==> src/rtl/pipe_stall_ctrl.sv <==
// pipe_stall_ctrl: hazard detection for the D stage of a five-stage pipeline.
// Register hazards compare D-stage source registers against the E/M
// destinations using Tuse/Tnew timing. A small FSM tracks the multi-cycle
// mult/div unit, and a saturating counter records stalled cycles.
//
// Start protocol: E_md_start is a single-cycle pulse from E. It is accepted
// only when the unit is IDLE, and E_md_div is sampled in that same cycle.
// A pulse that arrives while BUSY is dropped.
module pipe_stall_ctrl #(
    parameter int unsigned MULT_CYC = 5,   // 1..15
    parameter int unsigned DIV_CYC  = 10   // 1..15
) (
    input  logic        clk,
    input  logic        reset,
    input  logic [4:0]  D_rs,
    input  logic [4:0]  D_rt,
    input  logic [1:0]  D_Tuse_rs,
    input  logic [1:0]  D_Tuse_rt,
    input  logic [4:0]  E_wa,
    input  logic [4:0]  M_wa,
    input  logic [1:0]  E_Tnew,
    input  logic [1:0]  M_Tnew,
    input  logic        D_is_md,
    input  logic        E_md_start,
    input  logic        E_md_div,
    output logic        pc_en,
    output logic        fd_en,
    output logic        de_flush,
    output logic        stall,
    output logic        md_busy,
    output logic [31:0] stall_cnt,
    output logic        dbg_state,     // 1 = mult/div FSM in BUSY
    output logic [3:0]  dbg_cnt        // mult/div down-counter
);

    typedef enum logic {
        IDLE = 1'b0,
        BUSY = 1'b1
    } md_state_t;

    localparam logic [3:0] MULT_LD = 4'(MULT_CYC);
    localparam logic [3:0] DIV_LD  = 4'(DIV_CYC);

    md_state_t  state, state_nxt;
    logic [3:0] cnt, cnt_nxt;
    logic       stall_rs, stall_rt, stall_md, stall_raw;

    // Register hazards: a source is read too early if the producer's result
    // arrives later than the consumer needs it. $zero never stalls.
    always_comb begin
        stall_rs = (D_rs != 5'd0) &&
                   (((D_rs == E_wa) && (E_Tnew > D_Tuse_rs)) ||
                    ((D_rs == M_wa) && (M_Tnew > D_Tuse_rs)));
        stall_rt = (D_rt != 5'd0) &&
                   (((D_rt == E_wa) && (E_Tnew > D_Tuse_rt)) ||
                    ((D_rt == M_wa) && (M_Tnew > D_Tuse_rt)));
    end

    // Unit occupancy and the combined stall. Reset masks every request so the
    // pipeline runs freely while reset is held.
    always_comb begin
        md_busy   = ~reset & (E_md_start | (state == BUSY));
        stall_md  = D_is_md & md_busy;
        stall_raw = stall_rs | stall_rt | stall_md;
        stall     = ~reset & stall_raw;
        pc_en     = ~stall;
        fd_en     = ~stall;
        de_flush  = stall;
        dbg_state = (state == BUSY);
        dbg_cnt   = cnt;
    end

    // Mult/div FSM next state: load the latency on start, count down while BUSY.
    always_comb begin
        state_nxt = state;
        cnt_nxt   = cnt;
        case (state)
            IDLE: begin
                if (E_md_start) begin
                    state_nxt = BUSY;
                    cnt_nxt   = E_md_div ? DIV_LD : MULT_LD;
                end
            end
            BUSY: begin
                if (cnt <= 4'd1) begin
                    state_nxt = IDLE;
                    cnt_nxt   = 4'd0;
                end else begin
                    cnt_nxt = cnt - 4'd1;
                end
            end
            default: begin
                state_nxt = IDLE;
                cnt_nxt   = 4'd0;
            end
        endcase
    end

    // Mult/div FSM state register.
    always_ff @(posedge clk) begin
        if (reset) begin
            state <= IDLE;
            cnt   <= 4'd0;
        end else begin
            state <= state_nxt;
            cnt   <= cnt_nxt;
        end
    end

    // Stalled-cycle counter; saturates instead of wrapping.
    always_ff @(posedge clk) begin
        if (reset) begin
            stall_cnt <= 32'd0;
        end else if (stall && (stall_cnt != 32'hFFFF_FFFF)) begin
            stall_cnt <= stall_cnt + 32'd1;
        end
    end

endmodule
==> config.mk <==
export PLATFORM = sky130hd
export DESIGN_NAME = pipe_stall_ctrl
export DESIGN_NICKNAME = d
export VERILOG_FILES = /design/src/rtl/pipe_stall_ctrl.sv
export SDC_FILE = /design/constraint.sdc
export NUM_CORES = 1
export LEC_CHECK = 0
export CAP_MARGIN = 20
export CELL_PAD_IN_SITES_DETAIL_PLACEMENT = 1
export CELL_PAD_IN_SITES_GLOBAL_PLACEMENT = 2
export CORE_MARGIN = 5
export CORE_UTILIZATION = 28
export DETAILED_ROUTE_END_ITERATION = 10
export PLACE_DENSITY = 0.81
export SKIP_CTS_REPAIR_TIMING = 1
export SLEW_MARGIN = 20
export SYNTH_ARGS = -nofsm -noshare
export SYNTH_HDL_FRONTEND = slang
export SYNTH_SLANG_ARGS = --single-unit
export TNS_END_PERCENT = 10
==> constraint.sdc <==
create_clock -name clk -period 8.9 [get_ports clk]
set_clock_uncertainty 0.05 [all_clocks]
set_input_delay 1.78 -clock clk [delete_from_list [all_inputs] [get_ports clk]]
set_output_delay 1.78 -clock clk [all_outputs]
set_load 0.005 [all_outputs]
==> flow_summary.json <==
{
  "yosysSeqAreaShare": 0.3017,
  "p_total_mw": 0.3998,
  "drtPass1Iterations": 4,
  "wl_met2_um": 3690,
  "power_density_nw_per_um2": 118.6,
  "slew_headroom": 0.6726,
  "tns_ns": 0,
  "ys_ff_latch": 37,
  "grt_overflow_total": 0,
  "drive_gt1_frac": 0.05362,
  "ys_types": 49,
  "run_status": "complete, no violations",
  "power_frac_comb": 0.185,
  "detail-route-antenna-nets": 0,
  "cts_sinks": 37,
  "worstPathRequired_ns": 7.07,
  "gp_congestion": 0.7790,
  "yosys_warnings": 0,
  "coreArea_um2": 8636,
  "rrSetupSlack_ns": 6.20,
  "synth-async-reset-ratio": 0,
  "antenna_cells": 0,
  "avgSynthCellArea_um2": 8.022,
  "pre_cts_ws_ns": 2.428,
  "routed.top_layer": "met4",
  "dp_hpwl_um": 5694,
  "clockBufferDepth": 2,
  "rr_worst_depth": 8,
  "clkTransAtPathRegs_ns": 0.08,
  "io_buffer_count": 74,
  "switching_power_mw": 0.1017,
  "syn_to_final_growth_pct": 37.36,
  "grt_setup_unrepaired": "no",
  "post-route-period-util": 0.7298,
  "start_kind": "input pin",
  "nets": 416,
  "vdd_drop_max_mv": 0.05005,
  "fmax_ghz": 0.1540,
  "seq_power_share": 0.433,
  "dp_cells": 473,
  "timing.critical_path.from": "D_Tuse_rs[1]",
  "max_cap_violations": 0,
  "antenna_found_initial": 0,
  "routed_wl_um": 7387,
  "die_area_um2": 10740,
  "cts_buffers": 5,
  "cts.htree.levels": 2,
  "synth_ff_type": "dfxtp_1",
  "netlist_instances": 306,
  "r2r-start": "stall_cnt[0]$_SDFFE_PP0P_",
  "via_per_inst": 5.281,
  "r2r-end": "stall_cnt[5]$_SDFFE_PP0P_",
  "power.share.switching": 0.2544,
  "p_clk_frac": 0.382,
  "die_h_um": 103.6,
  "fin_crit_ns": 6.495,
  "final_cells": 481,
  "route.met3.wl_um": 303,
  "hold_path_depth": 2,
  "num_vias": 2540,
  "wl_met1_um": 3341,
  "layout_common_cells": "clkdlybuf4s50_1 (74), dfxtp_1 (37), a21oi_1 (30)",
  "grt_max_degree": 56,
  "synth_edf_count": 0,
  "leakage_nw": 1.112,
  "finalHoldViolCount": 0,
  "worst_slew_pin_slew_ns": 0.4911,
  "first_global_vias": 2610,
  "maxSlewViolCount": 0,
  "start_util": 0.2843,
  "die_w_um": 103.6,
  "grt_pass1_wl_um": 12450,
  "groute.usage.overall": 0.1348,
  "final_common_cell": "clkdlybuf4s50_1",
  "holdWs_ns": 0.4666,
  "crit_fanout": 55,
  "clk_latency_ns": 0.29,
  "io-pin-count": 75,
  "crit_type": "input pin to primary output",
  "synth.cell_area_um2": 2455,
  "synth_fp_nets": 350,
  "fin_ws_ns": 2.405,
  "root_buffer": "clkbuf_8",
  "drt-initial-drc-count": 46,
  "avgRoutedWirePerCell_um": 15.36,
  "worstSetupEndpoint": "de_flush",
  "num_rows": 34,
  "end_kind": "primary output",
  "cp_data_arrival_time_ns": 4.67,
  "p_int_mw": 0.2981,
  "setup_violations": 0,
  "drc_errors": 0,
  "min_path_type": "flop to flop",
  "cts_tree": "yes"
}
[routing by layer]
layer / up-vias / global-route usage
li1: 1274 / -
met1: 1214 / 0.1667
met2: 48 / 0.2354
met3: 4 / 0.03109
met4: 0 / 0.03187
met5: - / 0
[worst min-delay path by stage]
stage	slack, ns	startpoint	endpoint
6_report	0.47	stall_cnt[21]$_SDFFE_PP0P_	stall_cnt[21]$_SDFFE_PP0P_
5_1_grt	0.51	stall_cnt[7]$_SDFFE_PP0P_	stall_cnt[7]$_SDFFE_PP0P_
4_1_cts	0.47	stall_cnt[11]$_SDFFE_PP0P_	stall_cnt[11]$_SDFFE_PP0P_
3_5_place_dp	0.46	stall_cnt[11]$_SDFFE_PP0P_	stall_cnt[11]$_SDFFE_PP0P_
3_3_place_gp	0.44	stall_cnt[11]$_SDFFE_PP0P_	stall_cnt[11]$_SDFFE_PP0P_
2_1_floorplan	0.43	stall_cnt[11]$_SDFFE_PP0P_	stall_cnt[11]$_SDFFE_PP0P_
[worst max-delay path, stage by stage]
cell and delay [ns]:
clkdlybuf4s50_1 0.45, inv_1 0.05, ha_1 0.31, nand2_1 0.08, nand4_1 0.09, nor4_1 0.30
o22ai_1 0.17, and3_1 0.21, buf_4 0.28, or2_2 0.36, inv_1 0.07, clkdlybuf4s50_1 0.50
[flip-flops by register name, summed over array words and instances (netlist names)]
name / flops
stall_cnt: 32
dbg_cnt: 4
dbg_state: 1
[Yosys cell counts, types with 2 or more instances]
cell / number / share of area
inv_1: 14 / 0.021
o21ai_0: 4 / 0.0082
or4_1: 18 / 0.055
nand4_1: 11 / 0.028
a211oi_1: 4 / 0.012
a21oi_1: 30 / 0.061
buf_4: 2 / 0.0061
nor4_1: 6 / 0.015
nor2_1: 23 / 0.035
or3_1: 10 / 0.025
nand2_1: 21 / 0.032
nor3_1: 5 / 0.010
and4_1: 3 / 0.011
dfxtp_1: 37 / 0.30
nor2b_1: 6 / 0.015
xor2_1: 7 / 0.025
o22ai_1: 3 / 0.0076
clkbuf_1: 7 / 0.011
buf_2: 6 / 0.012
o21ai_1: 4 / 0.0082
nand3_1: 13 / 0.027
mux2_1: 4 / 0.018
and3_1: 3 / 0.0076
ha_1: 11 / 0.056
xnor2_1: 13 / 0.046
or2_2: 2 / 0.0051
buf_6: 2 / 0.0092
o31ai_1: 16 / 0.049
[cells by family (layout without fill, tap and decap cells)]
family / count (synthesis) / count (layout) / share of synthesized area
AO/OA/AOI/OAI: 73 / 73 / 0.1932
buffers and inverters: 32 / 99 / 0.06116
flip-flops: 37 / 37 / 0.3017
adder cells (fa/ha/maj): 11 / 11 / 0.05606
XOR/XNOR: 20 / 20 / 0.07136
multiplexers: 4 / 4 / 0.01835
AND/OR/NAND/NOR: 129 / 129 / 0.2982
[power groups by stage]
stage	combinational, mW	sequential, mW	clock, mW
2_1_floorplan	0.0398	0.176	0
5_1_grt	0.0824	0.174	0.167
3_3_place_gp	0.0740	0.177	0
3_5_place_dp	0.0749	0.177	0
4_1_cts	0.0752	0.173	0.159
6_report	0.0738	0.173	0.153
[cell type report]
class,instances,area [um2]
Clock buffer,7,86.33
Tap cell,108,135.1
Sequential cell,37,740.7
Multi-Input combinational cell,237,1564
Fill cell,1043,5264
Clock inverter,1,30.03
Timing Repair Buffer,77,763.2
Inverter,14,52.55
[stage by stage]
step	area, um2	utilization
after floorplan	2455	-
after global placement	3256	0.3770
after detailed placement	3256	0.3770
after CTS	3372	0.3905
after global routing	3372	0.3905
final	3372	0.3905
Note: power is estimated with default switching activity, not from simulation.
